$ cat config.mk
export PLATFORM = sky130hd
export DESIGN_NAME = fir_decimator
export DESIGN_NICKNAME = d
export VERILOG_FILES = /design/src/rtl/fir_decimator.sv
export SDC_FILE = /design/constraint.sdc
export NUM_CORES = 1
export LEC_CHECK = 0
export ABC_CLOCK_PERIOD_IN_PS = 6500
export CAP_MARGIN = 10
export CELL_PAD_IN_SITES_DETAIL_PLACEMENT = 0
export CELL_PAD_IN_SITES_GLOBAL_PLACEMENT = 1
export CORE_ASPECT_RATIO = 2
export CORE_MARGIN = 2
export CORE_UTILIZATION = 49
export CTS_CLUSTER_DIAMETER = 80
export DETAILED_ROUTE_END_ITERATION = 16
export PLACE_DENSITY_LB_ADDON = 0.2
export SKIP_CTS_REPAIR_TIMING = 1
export SYNTH_ARGS = -nofsm -noshare
export SYNTH_HDL_FRONTEND = slang
export SYNTH_SLANG_ARGS = --single-unit
$ cat constraint.sdc
create_clock -name clk -period 6.5 [get_ports clk]
set_input_delay 1.95 -clock clk [delete_from_list [all_inputs] [get_ports clk]]
set_output_delay 1.95 -clock clk [all_outputs]
set_load 0.01 [all_outputs]
$ cat src/rtl/fir_decimator.sv
// fir_decimator: keeps every DECIM-th valid sample, applies a saturating
// power-of-two gain and buffers the results in a small output FIFO.
module fir_decimator #(
  parameter int DECIM      = 256,
  parameter int FIFO_DEPTH = 4,
  parameter int CW         = $clog2(DECIM),
  parameter int LW         = $clog2(FIFO_DEPTH) + 1
) (
  input  logic          clk,
  input  logic          rst_n,
  input  logic [15:0]   din,
  input  logic          din_valid,
  input  logic [1:0]    gain_shift,
  output logic [15:0]   dout,
  output logic          dout_valid,
  input  logic          dout_ready,
  output logic [LW-1:0] level,
  output logic          overflow,
  input  logic          clr_overflow
);

  localparam int AW = $clog2(FIFO_DEPTH);

  logic [CW-1:0] phase_q, phase_d;
  logic [AW-1:0] wptr_q, wptr_d;
  logic [AW-1:0] rptr_q, rptr_d;
  logic [LW-1:0] level_q, level_d;
  logic [15:0]   dout_q, dout_d;
  logic          dval_q, dval_d;
  logic          ovf_q, ovf_d;
  logic [15:0]   mem_q [FIFO_DEPTH];

  logic signed [18:0] ext_w;
  logic signed [18:0] shl_w;
  logic [15:0]        gained_w;
  logic               sel_w;
  logic               full_w;
  logic               pop_w;
  logic               push_w;
  logic               drop_w;

  // Sample select and saturating gain
  always_comb begin
    sel_w = din_valid && (phase_q == CW'(DECIM - 1));
    ext_w = {{3{din[15]}}, din};
    shl_w = ext_w <<< gain_shift;
    gained_w = shl_w[15:0];
    if (shl_w[18:15] != {4{shl_w[18]}}) begin
      gained_w = shl_w[18] ? 16'h8000 : 16'h7fff;
    end
  end

  // FIFO control, next head value and overflow flag
  always_comb begin
    full_w  = (level_q == LW'(FIFO_DEPTH));
    pop_w   = dval_q && dout_ready;
    push_w  = sel_w && (!full_w || pop_w);
    drop_w  = sel_w && full_w && !pop_w;
    phase_d = phase_q;
    if (din_valid) begin
      phase_d = sel_w ? '0 : phase_q + CW'(1);
    end
    wptr_d  = push_w ? wptr_q + AW'(1) : wptr_q;
    rptr_d  = pop_w ? rptr_q + AW'(1) : rptr_q;
    level_d = level_q;
    unique case ({push_w, pop_w})
      2'b10:   level_d = level_q + LW'(1);
      2'b01:   level_d = level_q - LW'(1);
      default: level_d = level_q;
    endcase
    dval_d = (level_d != '0);
    dout_d = '0;
    if (dval_d) begin
      if (push_w && (level_q - LW'(pop_w)) == '0) begin
        dout_d = gained_w;
      end else begin
        dout_d = mem_q[rptr_d];
      end
    end
    ovf_d = ovf_q;
    if (drop_w) begin
      ovf_d = 1'b1;
    end else if (clr_overflow) begin
      ovf_d = 1'b0;
    end
  end

  // Control and output registers
  always_ff @(posedge clk or negedge rst_n) begin
    if (!rst_n) begin
      phase_q <= '0;
      wptr_q  <= '0;
      rptr_q  <= '0;
      level_q <= '0;
      dout_q  <= '0;
      dval_q  <= 1'b0;
      ovf_q   <= 1'b0;
    end else begin
      phase_q <= phase_d;
      wptr_q  <= wptr_d;
      rptr_q  <= rptr_d;
      level_q <= level_d;
      dout_q  <= dout_d;
      dval_q  <= dval_d;
      ovf_q   <= ovf_d;
    end
  end

  // FIFO storage
  always_ff @(posedge clk or negedge rst_n) begin
    if (!rst_n) begin
      for (int i = 0; i < FIFO_DEPTH; i++) begin
        mem_q[i] <= '0;
      end
    end else if (push_w) begin
      mem_q[wptr_q] <= gained_w;
    end
  end

  assign dout       = dout_q;
  assign dout_valid = dval_q;
  assign level      = level_q;
  assign overflow   = ovf_q;

endmodule

# [Yosys cells after proc, flatten, opt, wreduce, memory -nomap -nowiden]
# Cells that the tools add are included.
[word_totals] register_bits=97 in_bits=23 output_inout_bits=21 wordCells=56
[op_classes] addsub=6 n_lt_le_gt_ge=3 eq_ne=5 shifts=1 muxes=15 bitwise=2 reduce_logical=13
[ops] operator="2-to-1 mux 16 bit" count=7
[ops] operator="bitwise mux 64 bit" count=1
[ops] operator="binary-select mux 16 bit (select 2 bit)" count=1
[ops] operator="demux 16 bit (select 2 bit)" count=1
[ops] operator="<<< shifter 16 x 2 -> 19 bit" count=1
[ops] operator="adder 8 x 1 -> 8 bit, second input constant" count=1
[ops] operator="equality test 8 bit, second input constant" count=1
[ops] operator="2-to-1 mux 8 bit" count=1
[ops] operator="logical AND 1 bit" count=7
[ops] operator="greater-or-equal comparator 3 bit, second input constant" count=2
[ops] operator="inverter 2 -> 3 bit" count=2
[ops] operator="case mux 3 bit (2 select lines)" count=1
[ops] operator="adder 2 x 1 -> 2 bit, second input constant" count=2
[ops] operator="adder 3 x 1 -> 3 bit, second input constant" count=1
[ops] operator="equality test 3 bit, second input constant" count=1
[ops] operator="zero test 3 bit" count=1
[ops] operator="< comparator 3 x 1 -> 1 bit, second input constant" count=1
[ops] operator="inequality test 3 bit" count=1
[ops] operator="nonzero test 3 bit" count=1
[ops] operator="subtractor 3 x 1 -> 3 bit" count=1
[ops] operator="subtractor 3 x 1 -> 3 bit, second input constant" count=1
[ops] operator="equality test 2 x 1 -> 1 bit, second input constant" count=1
[ops] operator="equality test 2 bit, second input constant" count=1
[ops] operator="zero test 1 bit" count=2
[ops] operator="other kinds (4)" count=5

# [Longest topological paths before layout]
[depth] word_depth=8 ltp_mapped=12 depth_no_buf=11

# [Worst setup path before layout]
# No wires, ideal clock.
[synth_timing] path_kind="input to register" from="input port din_valid" to="register dout_q[2], in the netlist dout[2]" t_arrival_ns=4.265 setup_slack_ns=2.109 cell_stages=12 cell_sequence="buf_6 -> nand4_4 -> a211oi_1 -> inv_1 -> ha_1 -> fa_1 -> xnor2_1 -> o21ai_0 -> nand3_2 -> nand2b_4 -> buf_6 -> o21ai_2"
[synth_via] elab_chain_cells=6 elab_cells_between_ends=9 cone_classes="eq/ne (2); mux (3); reduce/logical (4)"
[synth_lines] item="start, declared" line_no="12" source="input logic din_valid,"
[synth_lines] item="logical AND 1 bit (*)" line_no="44" source="sel_w = din_valid && (phase_q == CW'(DECIM - 1));"
[synth_lines] item="logical AND 1 bit (*)" line_no="57" source="push_w = sel_w && (!full_w || pop_w);"
[synth_lines] item="equality test 2 x 1 -> 1 bit / equality test 2 bit (equally long branches)" line_no="66" source="unique case ({push_w, pop_w})"
[synth_lines] item="case mux 3 bit (2 select lines)" line_no="66"
[synth_lines] item="nonzero test 3 bit" line_no="71" source="dval_d = (level_d != '0);"
[synth_lines] item="2-to-1 mux 16 bit (*)" line_no="73" source="if (dval_d) begin"
[synth_lines] item="named net dout_d[2]" line_no="28" source="logic [15:0] dout_q, dout_d;"
[synth_lines] item="end signal, assigned" line_no="103" source="dout_q <= dout_d;"
[synth_lines] item="end, declared" line_no="28"
# Mark *: on every way through the listed nets, which the timed path passes. The rest lies on a longest branch.
# A chain may end at the register's enable or synchronous reset.

# [Worst setup path after layout]
[layout_timing] from="input port din_valid" to="register dout_q[5], in the netlist dout[5]"
# Same word-level chain as after synthesis.

==> flow_metrics.env <==
export IMPL_ys_warn_count=0
export IMPL_hold_path_class="flip-flop to flip-flop"
export IMPL_crit_chain="clkdlybuf4s50_1 > nand4_4 > a211oi_1 > inv_1 > ha_1 > fa_1 > xnor2_1 > or3_1 > nand3_2 > buf_4 > nand2b_4 > o21ai_0"
export IMPL_holdWs_ps=475.2
export IMPL_finalCriticalPeriod_ps=5166
export IMPL_synth_area_um2=4666
export IMPL_finalMaxSlewViolations=0
export IMPL_crit_path_start_kind="input port"
export IMPL_max_freq_mhz=193.6
export IMPL_cp_required_ps=6740
export IMPL_cts_max_level=3
export IMPL_start_util=0.5005
export IMPL_clock_sinks=97
export IMPL_dr_first_iter_drc_count=126
export IMPL_min_period_over_period=0.7947
export IMPL_grt_setup_unrepaired="false"
export IMPL_grt_overflow_total=0
export IMPL_post_dp_hpwl_um=6773
export IMPL_cts_buffers=9
export IMPL_status="finished, final reports clean"
export IMPL_io_pins=44
export IMPL_finalHoldViolCount=0
export IMPL_setup_viol=0
export IMPL_coreArea_um2=9321
export IMPL_ys_seq_elements=97
export IMPL_multi_input_area_um2=2072
export IMPL_maxSlewHeadroom=0.2598
export IMPL_antenna_found_initial=0
export IMPL_synth_net_count=455
export IMPL_register_area_um2=2427
export IMPL_totalWireLength_um=10020
export IMPL_grt_pass1_vias=3333
export IMPL_fin_worst_skew_ps=6.511
export IMPL_rows=50
export IMPL_drt_pass1_iter_count=4
export IMPL_grt_max_degree=85
export IMPL_synth_async_reset_ratio=1.000
export IMPL_syn_inst=424
export IMPL_dieWidth_um=73
export IMPL_place_gp_congestion=0.7642
export IMPL_wire_per_inst_um=17.70
export IMPL_cts_tree="built"
export IMPL_cpMaxStageDelayCell="clkdlybuf4s50_1"
export IMPL_cts_root_buf="clkbuf_16"
export IMPL_pre_cts_ws_ps=1043
export IMPL_nFillCells=793
export IMPL_synth_edf_count=0
export IMPL_grt_pass1_wl_um=16760
export IMPL_area_growth_syn_to_layout_pct=16.22
export IMPL_path_clk_slew_ps=70
export IMPL_max_cap_viol_count=0
export IMPL_crit_type="input port to flip-flop"
export IMPL_avgViaCountPerCell=5.724
export IMPL_setup_ws_ps=1334
export IMPL_die_h_um=142
export IMPL_critPathBufInv=3
export IMPL_utilization=0.5817
export IMPL_synth_distinct_cells=43
export IMPL_crit_fanout=18
export IMPL_final_nets=488
export IMPL_ant_nets=0
export IMPL_avgSynthCellArea_um2=11.00
export IMPL_die_area_um2=10370
export IMPL_irDropWorstVdd_v=0.0002086
export IMPL_cp_arrival_ps=5410
export IMPL_drc_errors=0
export IMPL_synthFlopType="dfrtp_1"
export IMPL_tightest_slew_ps=1108
export IMPL_critPathTopFamily="buffers and inverters"
export IMPL_setup_tns_final_ps=0
export IMPL_num_antenna_cells=0
export IMPL_power_density_nw_per_um2=309.6
export IMPL_port_buffers=43
export IMPL_clockBufferDepth=2
export IMPL_leakage_nw=2.364
export IMPL_insertion_delay_ps=340
export IMPL_max_stage_delay_ps=650
export IMPL_track_usage=0.2130
export IMPL_num_vias=3240
export IMPL_cp_end_kind="flip-flop"
export IMPL_drive_gt1_frac=0.1169
export IMPL_synth_seq_area_share=0.5202
==> through the flow <==
stage                     cells  cell area, µm²  power, mW
final                       566            5423      1.679
after global routing        566            5423      1.764
after floorplan             424            4666     0.9995
after global placement      550            5102      1.126
after CTS                   566            5423      1.695
after detailed placement    550            5102      1.134
==> worst min-delay path: cells and delay by family, from the launching register on <==
kind | cells | cell delay (ps)
AO/OA/AOI/OAI | 1 | 60
flip-flops | 1 | 340
AND/OR/NAND/NOR | 1 | 40
==> registers in the layout (all words and copies together), names as in the netlist <==
| signal | flops |
|---|---|
| dout | 16 |
| dout_valid | 1 |
| wptr_q | 2 |
| level | 3 |
| overflow | 1 |
| mem_q | 64 |
| phase_q | 8 |
| rptr_q | 2 |
==> synth_stat cells, types with 2 or more instances <==
| library cell | count | share of area |
|---|---|---|
| nand2_1 | 77 | 0.062 |
| dfrtp_1 | 97 | 0.52 |
| buf_6 | 4 | 0.0097 |
| o31ai_1 | 2 | 0.0032 |
| clkbuf_1 | 12 | 0.0097 |
| buf_4 | 2 | 0.0032 |
| inv_1 | 6 | 0.0048 |
| mux2i_1 | 26 | 0.056 |
| nor2_1 | 9 | 0.0072 |
| and2_1 | 2 | 0.0027 |
| buf_2 | 3 | 0.0032 |
| mux4_2 | 15 | 0.072 |
| a211oi_1 | 2 | 0.0032 |
| o21ai_0 | 76 | 0.082 |
| nor2b_1 | 2 | 0.0027 |
| xnor2_1 | 9 | 0.017 |
| o22ai_1 | 2 | 0.0027 |
| nand4_1 | 3 | 0.0040 |
| ha_1 | 7 | 0.019 |
| nand3_1 | 20 | 0.021 |
| o21ai_2 | 10 | 0.019 |
| a21oi_1 | 17 | 0.018 |
==> area by class of cell <==
type / count / area share
Tap cell: 104 / 0.02400
Inverter: 6 / 0.004153
Clock buffer: 9 / 0.04153
Multi-Input combinational cell: 297 / 0.3821
Sequential cell: 97 / 0.4476
Clock inverter: 7 / 0.01754
Timing Repair Buffer: 46 / 0.08306
==> cell usage in the layout, fill, tap and decap left out, types with 3 or more instances in the layout <==
master           count
mux2i_1             26
nand4_1              3
o21ai_0             76
inv_1                6
mux4_2              15
buf_4                4
dfrtp_1             97
nand3_1             20
ha_1                 7
nand2_1             77
a21oi_1             17
clkbuf_16            9
o21ai_2             10
nor2_1               9
clkinvlp_4           4
clkdlybuf4s50_1     42
xnor2_1              9
==> routing by layer <==
| metal | track usage | share of wire |
|---|---|---|
| met1 | 0.2552 | 0.40 |
| met2 | 0.3784 | 0.56 |
| met3 | 0.03258 | 0.030 |
| met4 | 0.07407 | 0.011 |
| met5 | 0 | 0 |
==> where the power goes <==
part | switching [mW] | internal [mW]
clock | 0.226 | 0.336
sequential | 0.0590 | 0.643
combinational | 0.234 | 0.180
==> final timing paths <==
path	start	end	slack (ps)	cells after the start
max in group asynchronous	rst_n	mem_q[51]$_DFFE_PN0P_	3770	2
min in group asynchronous	rst_n	mem_q[53]$_DFFE_PN0P_	1450	1
hold reg to reg	mem_q[14]$_DFFE_PN0P_	mem_q[14]$_DFFE_PN0P_	480	2
hold / removal	mem_q[14]$_DFFE_PN0P_	mem_q[14]$_DFFE_PN0P_	480	2
setup / recovery	din_valid	dout[5]$_DFF_PN0_	1330	12
setup reg to reg	phase_q[0]$_DFFE_PN0P_	dout[5]$_DFF_PN0_	2930	12
==> kinds of logic (layout without fill, tap and decap cells) <==
| logic type | after synthesis | after routing | share of synthesized area |
|---|---|---|---|
| fa+ha+maj | 8 | 8 | 0.02306 |
| flops | 97 | 97 | 0.5202 |
| buf+inv | 30 | 68 | 0.03808 |
| mux | 43 | 43 | 0.1362 |
| compound gates | 114 | 114 | 0.1400 |
| simple gates | 121 | 121 | 0.1201 |
| xor+xnor | 11 | 11 | 0.02226 |
Power figures use the tool's default switching activity.
